===== config.mk =====
export PLATFORM = sky130hd
export DESIGN_NAME = div_unit
export DESIGN_NICKNAME = d
export VERILOG_FILES = /design/src/rtl/div_unit.sv
export SDC_FILE = /design/constraint.sdc
export NUM_CORES = 1
export LEC_CHECK = 0
export BUFFER_PORTS_ARGS = -buffer_cell sky130_fd_sc_hd__buf_2
export CAP_MARGIN = 20
export CELL_PAD_IN_SITES_DETAIL_PLACEMENT = 0
export CELL_PAD_IN_SITES_GLOBAL_PLACEMENT = 1
export CORE_MARGIN = 2
export CORE_UTILIZATION = 40
export DETAILED_ROUTE_END_ITERATION = 16
export GPL_ROUTABILITY_DRIVEN = 0
export HOLD_SLACK_MARGIN = 0.03
export PLACE_DENSITY_LB_ADDON = 0.1
export RECOVER_POWER = 50
export SLEW_MARGIN = 25
export SYNTH_ARGS = -nofsm -noshare
export SYNTH_HDL_FRONTEND = slang
export SYNTH_SLANG_ARGS = --single-unit

===== constraint.sdc =====
create_clock -name clk -period 9.1 [get_ports clk]
set_input_delay 0.91 -clock clk [delete_from_list [all_inputs] [get_ports clk]]
set_output_delay 0.91 -clock clk [all_outputs]
set_load 0.02 [all_outputs]

===== src/rtl/div_unit.sv =====
// Multi-cycle radix-2 restoring divider, responder side of the EX-stage divide handshake.
// Optional build macro DIV_ANNUL_EN adds annul_i so a pipeline flush can cancel an operation.
module div_unit #(
    parameter int unsigned DATA_W = 32,
    parameter int unsigned CNT_W  = 6
) (
    input  logic                  clk,
    input  logic                  rst,
    input  logic                  start_i,
    input  logic                  signed_div_i,
    input  logic [DATA_W-1:0]     opdata1_i,
    input  logic [DATA_W-1:0]     opdata2_i,
    output logic [2*DATA_W-1:0]   result_o,
`ifdef DIV_ANNUL_EN
    input  logic                  annul_i,
`endif
    output logic                  ready_o
);

    typedef enum logic [1:0] {
        StFree,
        StByZero,
        StOn,
        StEnd
    } state_e;

    state_e              state_q;
    logic [CNT_W-1:0]    cnt_q;
    logic [2*DATA_W:0]   dividend_q;
    logic [DATA_W-1:0]   divisor_q;
    logic                op1_neg_q;
    logic                op2_neg_q;
    logic                signed_q;

    logic                annul;
    logic                op1_neg;
    logic                op2_neg;
    logic [DATA_W-1:0]   op1_abs;
    logic [DATA_W-1:0]   op2_abs;
    logic [DATA_W:0]     diff;
    logic                last_iter;

`ifdef DIV_ANNUL_EN
    assign annul = annul_i;
`else
    assign annul = 1'b0;
`endif

    assign op1_neg = signed_div_i & opdata1_i[DATA_W-1];
    assign op2_neg = signed_div_i & opdata2_i[DATA_W-1];
    assign op1_abs = op1_neg ? (~opdata1_i + 1'b1) : opdata1_i;
    assign op2_abs = op2_neg ? (~opdata2_i + 1'b1) : opdata2_i;

    // Partial remainder lives in dividend_q[2*DATA_W-1:DATA_W]; a set borrow bit means no subtract.
    assign diff      = {1'b0, dividend_q[2*DATA_W-1:DATA_W]} - {1'b0, divisor_q};
    assign last_iter = (cnt_q == CNT_W'(DATA_W));

    always_ff @(posedge clk) begin
        if (rst) begin
            state_q    <= StFree;
            cnt_q      <= '0;
            dividend_q <= '0;
            divisor_q  <= '0;
            op1_neg_q  <= 1'b0;
            op2_neg_q  <= 1'b0;
            signed_q   <= 1'b0;
            ready_o    <= 1'b0;
            result_o   <= '0;
        end else begin
            unique case (state_q)
                StFree: begin
                    ready_o  <= 1'b0;
                    result_o <= '0;
                    if (start_i && !annul) begin
                        if (opdata2_i == '0) begin
                            state_q <= StByZero;
                        end else begin
                            state_q    <= StOn;
                            divisor_q  <= op2_abs;
                            dividend_q <= {{DATA_W{1'b0}}, op1_abs, 1'b0};
                            cnt_q      <= '0;
                            op1_neg_q  <= op1_neg;
                            op2_neg_q  <= op2_neg;
                            signed_q   <= signed_div_i;
                        end
                    end
                end

                StByZero: begin
                    if (annul) begin
                        state_q  <= StFree;
                        cnt_q    <= '0;
                        ready_o  <= 1'b0;
                        result_o <= '0;
                    end else begin
                        dividend_q <= '0;
                        state_q    <= StEnd;
                    end
                end

                StOn: begin
                    if (annul) begin
                        state_q  <= StFree;
                        cnt_q    <= '0;
                        ready_o  <= 1'b0;
                        result_o <= '0;
                    end else if (!last_iter) begin
                        if (diff[DATA_W]) begin
                            dividend_q <= {dividend_q[2*DATA_W-1:0], 1'b0};
                        end else begin
                            dividend_q <= {diff[DATA_W-1:0], dividend_q[DATA_W-1:0], 1'b1};
                        end
                        cnt_q <= cnt_q + 1'b1;
                    end else begin
                        // Sign fixup: remainder follows the dividend's sign.
                        if (signed_q && (op1_neg_q ^ op2_neg_q)) begin
                            dividend_q[DATA_W-1:0] <= ~dividend_q[DATA_W-1:0] + 1'b1;
                        end
                        if (signed_q && op1_neg_q) begin
                            dividend_q[2*DATA_W:DATA_W+1] <=
                                ~dividend_q[2*DATA_W:DATA_W+1] + 1'b1;
                        end
                        state_q <= StEnd;
                        cnt_q   <= '0;
                    end
                end

                StEnd: begin
                    if (annul || !start_i) begin
                        state_q  <= StFree;
                        ready_o  <= 1'b0;
                        result_o <= '0;
                    end else begin
                        result_o <= {dividend_q[2*DATA_W:DATA_W+1], dividend_q[DATA_W-1:0]};
                        ready_o  <= 1'b1;
                    end
                end

                default: begin
                    state_q <= StFree;
                end
            endcase
        end
    end

endmodule


==> metrics <==
Die Span Y=174 um; metal3 WL=around 2900 um; DRT met1 WL=20700 um; worst path cell trace=clkbuf_1 -> clkbuf_1 -> a21oi_1 -> a41oi_1 -> o21ai_1; Core Box Area=between 20000 and 30000 um^2; R2R cell count=12; post-place setup slack=approximately 4.7 ns; # rows=62; Final setup viols=0; Syn Std Cell Area=roughly 12000 um^2; Levels on crit path=5; root buf cell=clkbuf_16; CTS Buf Count=17; PostCTS Resize Cnt=0; Finished Cell Area=about 13000 um^2; cell mode on critical path=clkbuf_1; setup ws final=about 3.1 ns; Hold Path Depth=2; post-synth top area cell=dfxtp_1; DR vias=approximately 12000; crit-path max FO=86; Global Route Usage Sum=25.1%; Initial Utilization=between 40% and 50%; Clock Sinks=between 150 and 200; Wirelength per Cell=a little under 20 um; Slew HR=-169%; Total Wirelength=a little under 40000 um; Nets=approximately 1700; initial antenna violation count=0; CP startpoint kind=input port; GR Overflow Total=0; clock buffer depth=2; syn nets=1660; Synth top area share=between 20% and 30%; hpwl dp=28200 um; pins over their slew limit=144; slowest cell on the critical path=clkbuf_1; I/O pins=around 130; postcts setup bufs=0; Synth Register Bits=173; Syn Area/Cell=between 7 and 8 um^2; largest net degree at the start of global routing=99; Final Critical Period=just over 6 ns; post-synthesis sequential area ratio=29.8%; Gate Count Post-Synth=~1500; Remaining DRCs=0; failing checks=capacitance limit, slew limit; Post-synth EDFFs=0; met2 WL=between 10000 and 15000 um; share of cells above drive strength 1=under 10%; global-route wire length before repair=~60000 um; post-route ant nets=0; CTS tree=built; vias per cell=5.88; Max Cap Viol=2; CTS Hold Bufs=0; hold path start=divisor_q[30]$_SDFFE_PP0P_; Clk Latency, worst-skew pair=approximately 0.46 ns; n_diodes=0; synth top area cells=dfxtp_1 30%, nor2_1 7.1%, a22oi_1 4.9%, ha_1 4.5%, o21ai_0 4.3%; CP Data Required Time=approximately 9.4 ns; Synth cell types=69; DR pass1 iterations=5; critical path's top delay family=buffers and inverters; count leader, synth=nor2_1; critical path class=in -> reg; Buf/Inv on CP=2; Buffers on Ports=between 100 and 150; Cell Area, Placed=between 10000 and 15000 um^2; worst min-delay path category=reg -> reg; Final period util=around two thirds; Peak VDD IR=200 uV; Fill cells=just under 3000; Post-Route Setup TNS=0 ns; Synth top cells by count=220 x nor2_1, 173 x dfxtp_1, 127 x nand2_1, 99 x o21ai_0, 95 x a21oi_1; reg2reg start=dividend_q[32]$_SDFFE_PP0P_; Pwr Density=between 200 and 300 nW/um^2; Clock transition at path regs=roughly 0.070 ns; Setup Skew=between 0.015 and 0.02 ns; final hold violation count=0; critical path's largest stage delay=2.95 ns; DR iter-0 viols=1022; top layer in use=met4; async set-reset flop share out of synthesis=0%; Worst-Margin Slew=between 4 and 5 ns; WP data arrival=around 6.4 ns; full die area=30400 um^2; Top FF cell, synth=dfxtp_1; Area growth syn-to-layout=11.5%; Leak=4.72 nW; die width=around 170 um; Ys Warns=0; H-tree levels=4; Worst setup EP type=flip-flop; achievable clock frequency=165 MHz; RSZ-0062 raised after global routing=no; Worst Setup SP=rst; vias in the first global route=~10000; status=finished, violations left
[cell families after synthesis]
group / synth area share [%]
AO/OA/AOI/OAI: 27.3
XOR/XNOR: 6.94
adder cells (fa/ha/maj): 4.70
buffers and inverters: 6.01
flip-flops: 29.8
multiplexers: 2.17
AND/OR/NAND/NOR: 23.0
[report_power, final]
part	leakage (nW)	switching (W)	internal, W
sequential	1.41	0.000168	0.000867
clock	0.302	0.000370	0.000398
combinational	3.01	0.00100	0.000546
[final timing paths]
| path | slack (ns) | end |
|---|---|---|
| worst min register to register | 0.47 | divisor_q[30]$_SDFFE_PP0P_ |
| worst max register to register | 4.77 | dividend_q[57]$_SDFFE_PP0P_ |
| worst min-delay path | 0.47 | divisor_q[30]$_SDFFE_PP0P_ |
| worst max-delay path | 3.05 | dividend_q[60]$_SDFFE_PP0P_ |
[tightest hold or removal path: cells and delay by family, from the launching register on]
kind / cells / cell delay, ns
AO/OA/AOI/OAI: 1 / 0.06
flip-flops: 1 / 0.32
AND/OR/NAND/NOR: 1 / 0.05
[state kept, by name (all words and copies together) (netlist names)]
register	count
cnt_q	6
dividend_q	65
divisor_q	32
op1_neg_q	1
op2_neg_q	1
ready_o	1
result_o	64
signed_q	1
state_q	2
[per-layer routing]
metal | vias to the layer above | track usage (%)
li1 | 5782 | -
met1 | 5507 | 41.3
met2 | 394 | 33.2
met3 | 32 | 3.92
met4 | 0 | 5.29
met5 | - | 0
[per-stage QoR]
step	cells	power (W)	hold slack (ns)	utilization, %
2_1_floorplan	1549	0.00214	0.432	-
3_3_place_gp	1961	0.00254	0.460	43.3
3_5_place_dp	1961	0.00254	0.466	43.3
4_1_cts	1993	0.00332	0.478	45.4
5_1_grt	1994	0.00359	0.510	45.2
6_report	1994	0.00335	0.473	45.2
[layout by cell type, fill, tap and decap left out, drive strengths merged, types with 8 or more instances in the layout]
cell type	count
or3	30
nand4	17
nand3	21
and3	9
a21oi	95
nor2	220
o22ai	19
o211ai	15
or2	8
o41ai	8
nand2b	14
a221oi	12
a31oi	16
buf	76
o221ai	24
a21o	11
nand2	128
nor3	38
a211oi	36
mux2i	24
o21ai	102
or4	20
a22oi	76
ha	42
clkbuf	84
nor4	21
inv	71
o31ai	19
xor2	37
dfxtp	173
xnor2	55
[area by class of cell]
cell class                      count  area (um^2)  share of cell area [%]
Multi-Input combinational cell   1200         7470                    57.7
Sequential cell                   173         3460                    26.8
Timing Repair Buffer              143          677                    5.23
Tap cell                          384          480                    3.71
Clock buffer                       17          425                    3.29
Inverter                           62          233                    1.80
Clock inverter                     15          186                    1.44
No activity file was read; power rests on OpenSTA's default activity.
